`config.mk`:
```
export PLATFORM = sky130hd
export DESIGN_NAME = hazard_scoreboard
export DESIGN_NICKNAME = d
export VERILOG_FILES = /design/src/rtl/hazard_scoreboard.sv
export SDC_FILE = /design/constraint.sdc
export NUM_CORES = 1
export LEC_CHECK = 0
export BUFFER_PORTS_ARGS = -buffer_cell sky130_fd_sc_hd__buf_2
export CAP_MARGIN = 20
export CORE_MARGIN = 4
export CORE_UTILIZATION = 46
export DETAILED_ROUTE_END_ITERATION = 16
export PLACE_DENSITY = 0.85
export SLEW_MARGIN = 20
export SYNTH_ARGS = -nofsm -noshare
export SYNTH_HDL_FRONTEND = slang
export SYNTH_SLANG_ARGS = --single-unit
```
`constraint.sdc`:
```
create_clock -name clk -period 1.6 [get_ports clk]
set_clock_uncertainty 0.1 [all_clocks]
set_input_delay 0.08 -clock clk [delete_from_list [all_inputs] [get_ports clk]]
set_output_delay 0.08 -clock clk [all_outputs]
set_load 0.02 [all_outputs]
```
`src/rtl/hazard_scoreboard.sv`:
```
// D-stage hazard unit: tracks E/M/W destination registers and remaining Tnew, plus the HI/LO busy counter.
// Define HAZARD_FWD_EN to enable forwarding selects; undefined, any hit on a read source stalls.
module hazard_scoreboard #(
   parameter int MULT_CYC = 5,
   parameter int DIV_CYC  = 10
) (
   input  logic       clk,
   input  logic       reset,
   input  logic [4:0] d_rs,
   input  logic [4:0] d_rt,
   input  logic [2:0] d_tuse_rs,
   input  logic [2:0] d_tuse_rt,
   input  logic [4:0] d_a3,
   input  logic       d_rwnz,
   input  logic [2:0] d_tnew,
   input  logic       d_md_start,
   input  logic       d_md_div,
   input  logic       d_md_use,
   input  logic       flush,
   output logic       stall,
   output logic [1:0] fwd_rs,
   output logic [1:0] fwd_rt,
   output logic       md_busy
);

   localparam int CNT_MAX = (MULT_CYC > DIV_CYC) ? MULT_CYC : DIV_CYC;
   localparam int CW      = $clog2(CNT_MAX + 1);

   logic          e_valid, m_valid, w_valid;
   logic [4:0]    e_a3, m_a3, w_a3;
   logic [2:0]    e_tnew, m_tnew, w_tnew;
   logic          e_md, e_md_div;
   logic [CW-1:0] busy_cnt;

   logic          rs_read, rt_read;
   logic [2:0]    rs_hit, rt_hit;
   logic          rs_stall, rt_stall, md_stall;

   // Hit vectors are ordered {E, M, W}; the youngest hit wins.
   assign rs_read = (d_rs != 5'd0) && (d_tuse_rs != 3'd7);
   assign rt_read = (d_rt != 5'd0) && (d_tuse_rt != 3'd7);
   assign rs_hit  = {rs_read && e_valid && (e_a3 == d_rs),
                     rs_read && m_valid && (m_a3 == d_rs),
                     rs_read && w_valid && (w_a3 == d_rs)};
   assign rt_hit  = {rt_read && e_valid && (e_a3 == d_rt),
                     rt_read && m_valid && (m_a3 == d_rt),
                     rt_read && w_valid && (w_a3 == d_rt)};

`ifdef HAZARD_FWD_EN
   // Returns {stall, fwd_code} from the youngest hitting stage.
   function automatic logic [2:0] pick(input logic [2:0] hit, input logic [2:0] tuse,
                                       input logic [2:0] te, input logic [2:0] tm,
                                       input logic [2:0] tw);
      logic [2:0] res;
      res = 3'd0;
      if (hit[2])
         res = {te > tuse, (te == 3'd0) ? 2'd1 : 2'd0};
      else if (hit[1])
         res = {tm > tuse, (tm == 3'd0) ? 2'd2 : 2'd0};
      else if (hit[0])
         res = {tw > tuse, (tw == 3'd0) ? 2'd3 : 2'd0};
      return res;
   endfunction

   assign {rs_stall, fwd_rs} = pick(rs_hit, d_tuse_rs, e_tnew, m_tnew, w_tnew);
   assign {rt_stall, fwd_rt} = pick(rt_hit, d_tuse_rt, e_tnew, m_tnew, w_tnew);
`else
   logic unused_w_tnew;

   assign rs_stall      = |rs_hit;
   assign rt_stall      = |rt_hit;
   assign fwd_rs        = 2'd0;
   assign fwd_rt        = 2'd0;
   assign unused_w_tnew = ^w_tnew;
`endif

   // An md op issued last cycle has not loaded the counter yet, so e_md covers that gap.
   assign md_stall = d_md_use && ((busy_cnt != '0) || e_md);
   assign stall    = rs_stall | rt_stall | md_stall;
   assign md_busy  = (busy_cnt != '0);

   always_ff @(posedge clk or posedge reset) begin
      if (reset) begin
         e_valid  <= 1'b0;
         e_a3     <= 5'd0;
         e_tnew   <= 3'd0;
         m_valid  <= 1'b0;
         m_a3     <= 5'd0;
         m_tnew   <= 3'd0;
         w_valid  <= 1'b0;
         w_a3     <= 5'd0;
         w_tnew   <= 3'd0;
         e_md     <= 1'b0;
         e_md_div <= 1'b0;
         busy_cnt <= '0;
      end else begin
         w_valid <= m_valid;
         w_a3    <= m_a3;
         w_tnew  <= m_tnew;

         if (flush) begin
            m_valid <= 1'b0;
            m_a3    <= 5'd0;
            m_tnew  <= 3'd0;
         end else begin
            m_valid <= e_valid;
            m_a3    <= e_a3;
            m_tnew  <= (e_tnew == 3'd0) ? 3'd0 : e_tnew - 3'd1;
         end

         if (!stall && !flush) begin
            e_valid <= d_rwnz && (d_a3 != 5'd0);
            e_a3    <= d_a3;
            e_tnew  <= d_tnew;
         end else begin
            e_valid <= 1'b0;
            e_a3    <= 5'd0;
            e_tnew  <= 3'd0;
         end

         e_md     <= d_md_start && !stall && !flush;
         e_md_div <= d_md_div;

         // A flushed md op in E is killed before it can start the unit.
         if (e_md && !flush)
            busy_cnt <= e_md_div ? CW'(DIV_CYC) : CW'(MULT_CYC);
         else if (busy_cnt != '0)
            busy_cnt <= busy_cnt - CW'(1);
      end
   end

endmodule

```
==> key figures <==
Flow run
  • Max-cap violation count: 0

Floorplanning
  • Placement Rows: 19
  • Ports: 37
  • Die area: 3800 um^2
  • Core area: 2760 um^2
  • Initial Utilization: 48.0%
  • Chip width: 61.6 um
  • Die H: 61.6 um

Layout
  • Final nets: 220
  • Post-layout util: 64.7%
  • Fraction of layout cells with a size suffix above 1: 34.1%
  • Final Non-Filler Cells: 216
  • # fillers: 216
  • Area Overhead vs Synth: 34.7%
  • Ant diodes: 0

Clock network
  • Worst-Skew Late Latency: 0.30 ns
  • CTS root buf: clkbuf_4
  • TritonCTS buffer count: 3
  • CTS sink cnt: 24
  • Htree depth: 1
  • Clock transition at the registers of the reported paths: 0.12 ns
  • CTS tree: done
  • Max Root-Sink Buffers: 2

Placed design
  • GPL Wtd Cong: 0.840
  • Placed cell count: 199
  • Post-DP HPWL: 2390 um
  • IO Port Bufs: 29

Power and ir drop
  • Power per Cell Area: 938 nW/um^2
  • Design Power: 1.67 mW
  • Leakage: 0.892 nW
  • Worst VDD drop: 0.000740 V

Global route
  • Overflow after GRT: 0
  • Initial antenna violation count: 0
  • First-pass GRT wire length: 4960 um
  • GRT Total Usage: 17.8%
  • Largest net degree at the start of global routing: 25
  • Vias in the first global route: 1152

Worst setup path
  • Crit start category: flip-flop
  • Slowest CP cell: dfrtp_1
  • R2r setup slk: -0.44 ns
  • CP bufs+invs: 1
  • CP max stage delay: 0.43 ns
  • Crit Path Class: flip-flop to output port
  • Crit-path cells: xor2_1, nor4_1, nand3_1, and3_4, o211ai_1, buf_4
  • Top delay family on crit path: simple AND/OR/NAND/NOR gates
  • Worst EP arrival: 1.87 ns
  • Critical Path Fanout Max: 3
  • CP required: 1.42 ns
  • Crit end category: output port

Min path
  • Min-Delay Path Class: input pin to flip-flop

Synth
  • EDFF count, synth: 0
  • Post-synthesis cell count: 129
  • Post-synthesis register bit count: 24
  • Asr flop ratio synth: 100%
  • Main synth FF type: dfrtp_1
  • Post-synthesis sequential area ratio: 45.4%
  • Netlist Area Pre-Place: 1320 um^2
  • Unique cell type count in the Yosys netlist: 32
  • Syn Area/Cell: 10.3 um^2
  • Ys Warns: 0

STA
  • Fmax achieved: 0.487 GHz
  • Tcrit/Tclk final: 128%
  • RSZ-0062 raised after global routing: true
  • Final hold vios: 0
  • Hold_ws: 0.118 ns
  • Minimum clock period: 2.05 ns
  • Fin worst setup slack: -0.454 ns
  • Max Slew Vio Count: 0
  • Final setup viols: 9

Routing
  • WL/cell: 14.4 um
  • TritonRoute pass-1 iters: 4
  • Vias per cell: 5.07
  • DR vias: 1095
  • First DRT Iteration DRCs: 22
  • DR DRC count: 0
  • Total wire length: 3100 um
  • Antenna viol nets, final: 0

Status
  • Outcome: finished with violations
  • Failing checks: setup timing
## layout make-up
class / count / area [um^2] / share of cell area, %
Clock buffer: 3 / 22.5 / 1.26
Multi-Input combinational cell: 93 / 702 / 39.4
Inverter: 10 / 37.5 / 2.11
Sequential cell: 24 / 601 / 33.7
Timing Repair Buffer: 55 / 382 / 21.4
Tap cell: 31 / 38.8 / 2.18
## report_power, final
group / switching, mW / internal (mW)
registers: 0.0686 / 0.688
clock network: 0.154 / 0.0876
logic: 0.311 / 0.362
## cell usage in the layout, fill, tap and decap left out, drive strengths merged, types with 2 or more instances in the layout
cell / n
or4: 2
o21ai: 6
xnor2: 11
buf: 45
nor2: 8
dlygate4sd3: 10
nand2: 5
nor2b: 7
clkbuf: 3
nand4: 2
nor4: 5
dfrtp: 24
xor2: 20
ha: 2
conb: 4
a21oi: 2
inv: 10
nand3: 7
a21o: 2
## cell families after synthesis
family                   Yosys count  synth area share (%)
AO/OA/AOI/OAI                     14                  8.98
adder cells (fa/ha/maj)            2                  1.89
flip-flops                        24                  45.4
multiplexers                       1                 0.756
buffers and inverters             15                  5.39
other                              1                 0.283
XOR/XNOR                          31                  20.5
AND/OR/NAND/NOR                   41                  16.8
## metrics by stage
stage	worst slack [ns]	TNS (ns)	area, um^2
2_1_floorplan	-0.0890	-0.653	1370
3_3_place_gp	-0.129	-0.865	1600
3_5_place_dp	-0.178	-1.17	1600
4_1_cts	-0.427	-2.25	1750
5_1_grt	-0.565	-4.17	1780
6_report	-0.454	-3.37	1780
## state kept, by name, indices dropped and copies added (netlist names)
name      count
busy_cnt      4
e_a3          5
e_md          1
e_md_div      1
e_valid       1
m_a3          5
m_valid       1
w_a3          5
w_valid       1
## synth_stat cells, types with 2 or more instances
master	number	area share (%)
inv_1	10	2.8
nor2_2	2	0.95
nand2_1	5	1.4
buf_4	4	2.3
dfrtp_1	24	45
xnor2_1	11	7.3
o21ai_0	4	1.5
a21oi_1	2	0.76
or4_1	2	1.1
nor4_1	5	2.4
xor2_1	20	13
nand3_1	7	2.6
ha_1	2	1.9
nor2_1	6	1.7
nand4_1	2	0.95
nor2b_1	7	3.3
## tightest hold or removal path, delay by kind of cell
kind / cells / cell delay (ns)
AO/OA/AOI/OAI: 3 / 0.27
buffers and inverters: 1 / 0.09
AND/OR/NAND/NOR: 1 / 0.05
## path summary, 6_finish.rpt
check | from | endpoint | cells past startpoint
min in group asynchronous | reset | e_a3[4] | 4
min | d_md_use | e_a3[3] | 5
max | e_a3[3] | stall | 6
min reg2reg | m_valid | w_valid | 0
max in group asynchronous | reset | m_valid | 4
max reg2reg | e_a3[3] | e_md | 8
## what timing repair did
action,in CTS,in global routing
gates resized for setup,5,5
buffers inserted,2,2
endpoints found under the setup margin,9,11
gates cloned,0,0
pin swaps,10,6
hold buffers,10,0
endpoints found under the hold margin,38,0
## routing by layer
layer  vias to the layer above  GRT usage, %  wire (um)  share of wire (%)
met2                        34          35.1       1760                 57
met3                         2          2.73        185                6.0
li1                        531             -          -                  -
met4                         0          3.64         10               0.32
met1                       528          19.9       1150                 37
met5                         -             0          0                  0
Note: power is estimated with default switching activity, not from simulation.
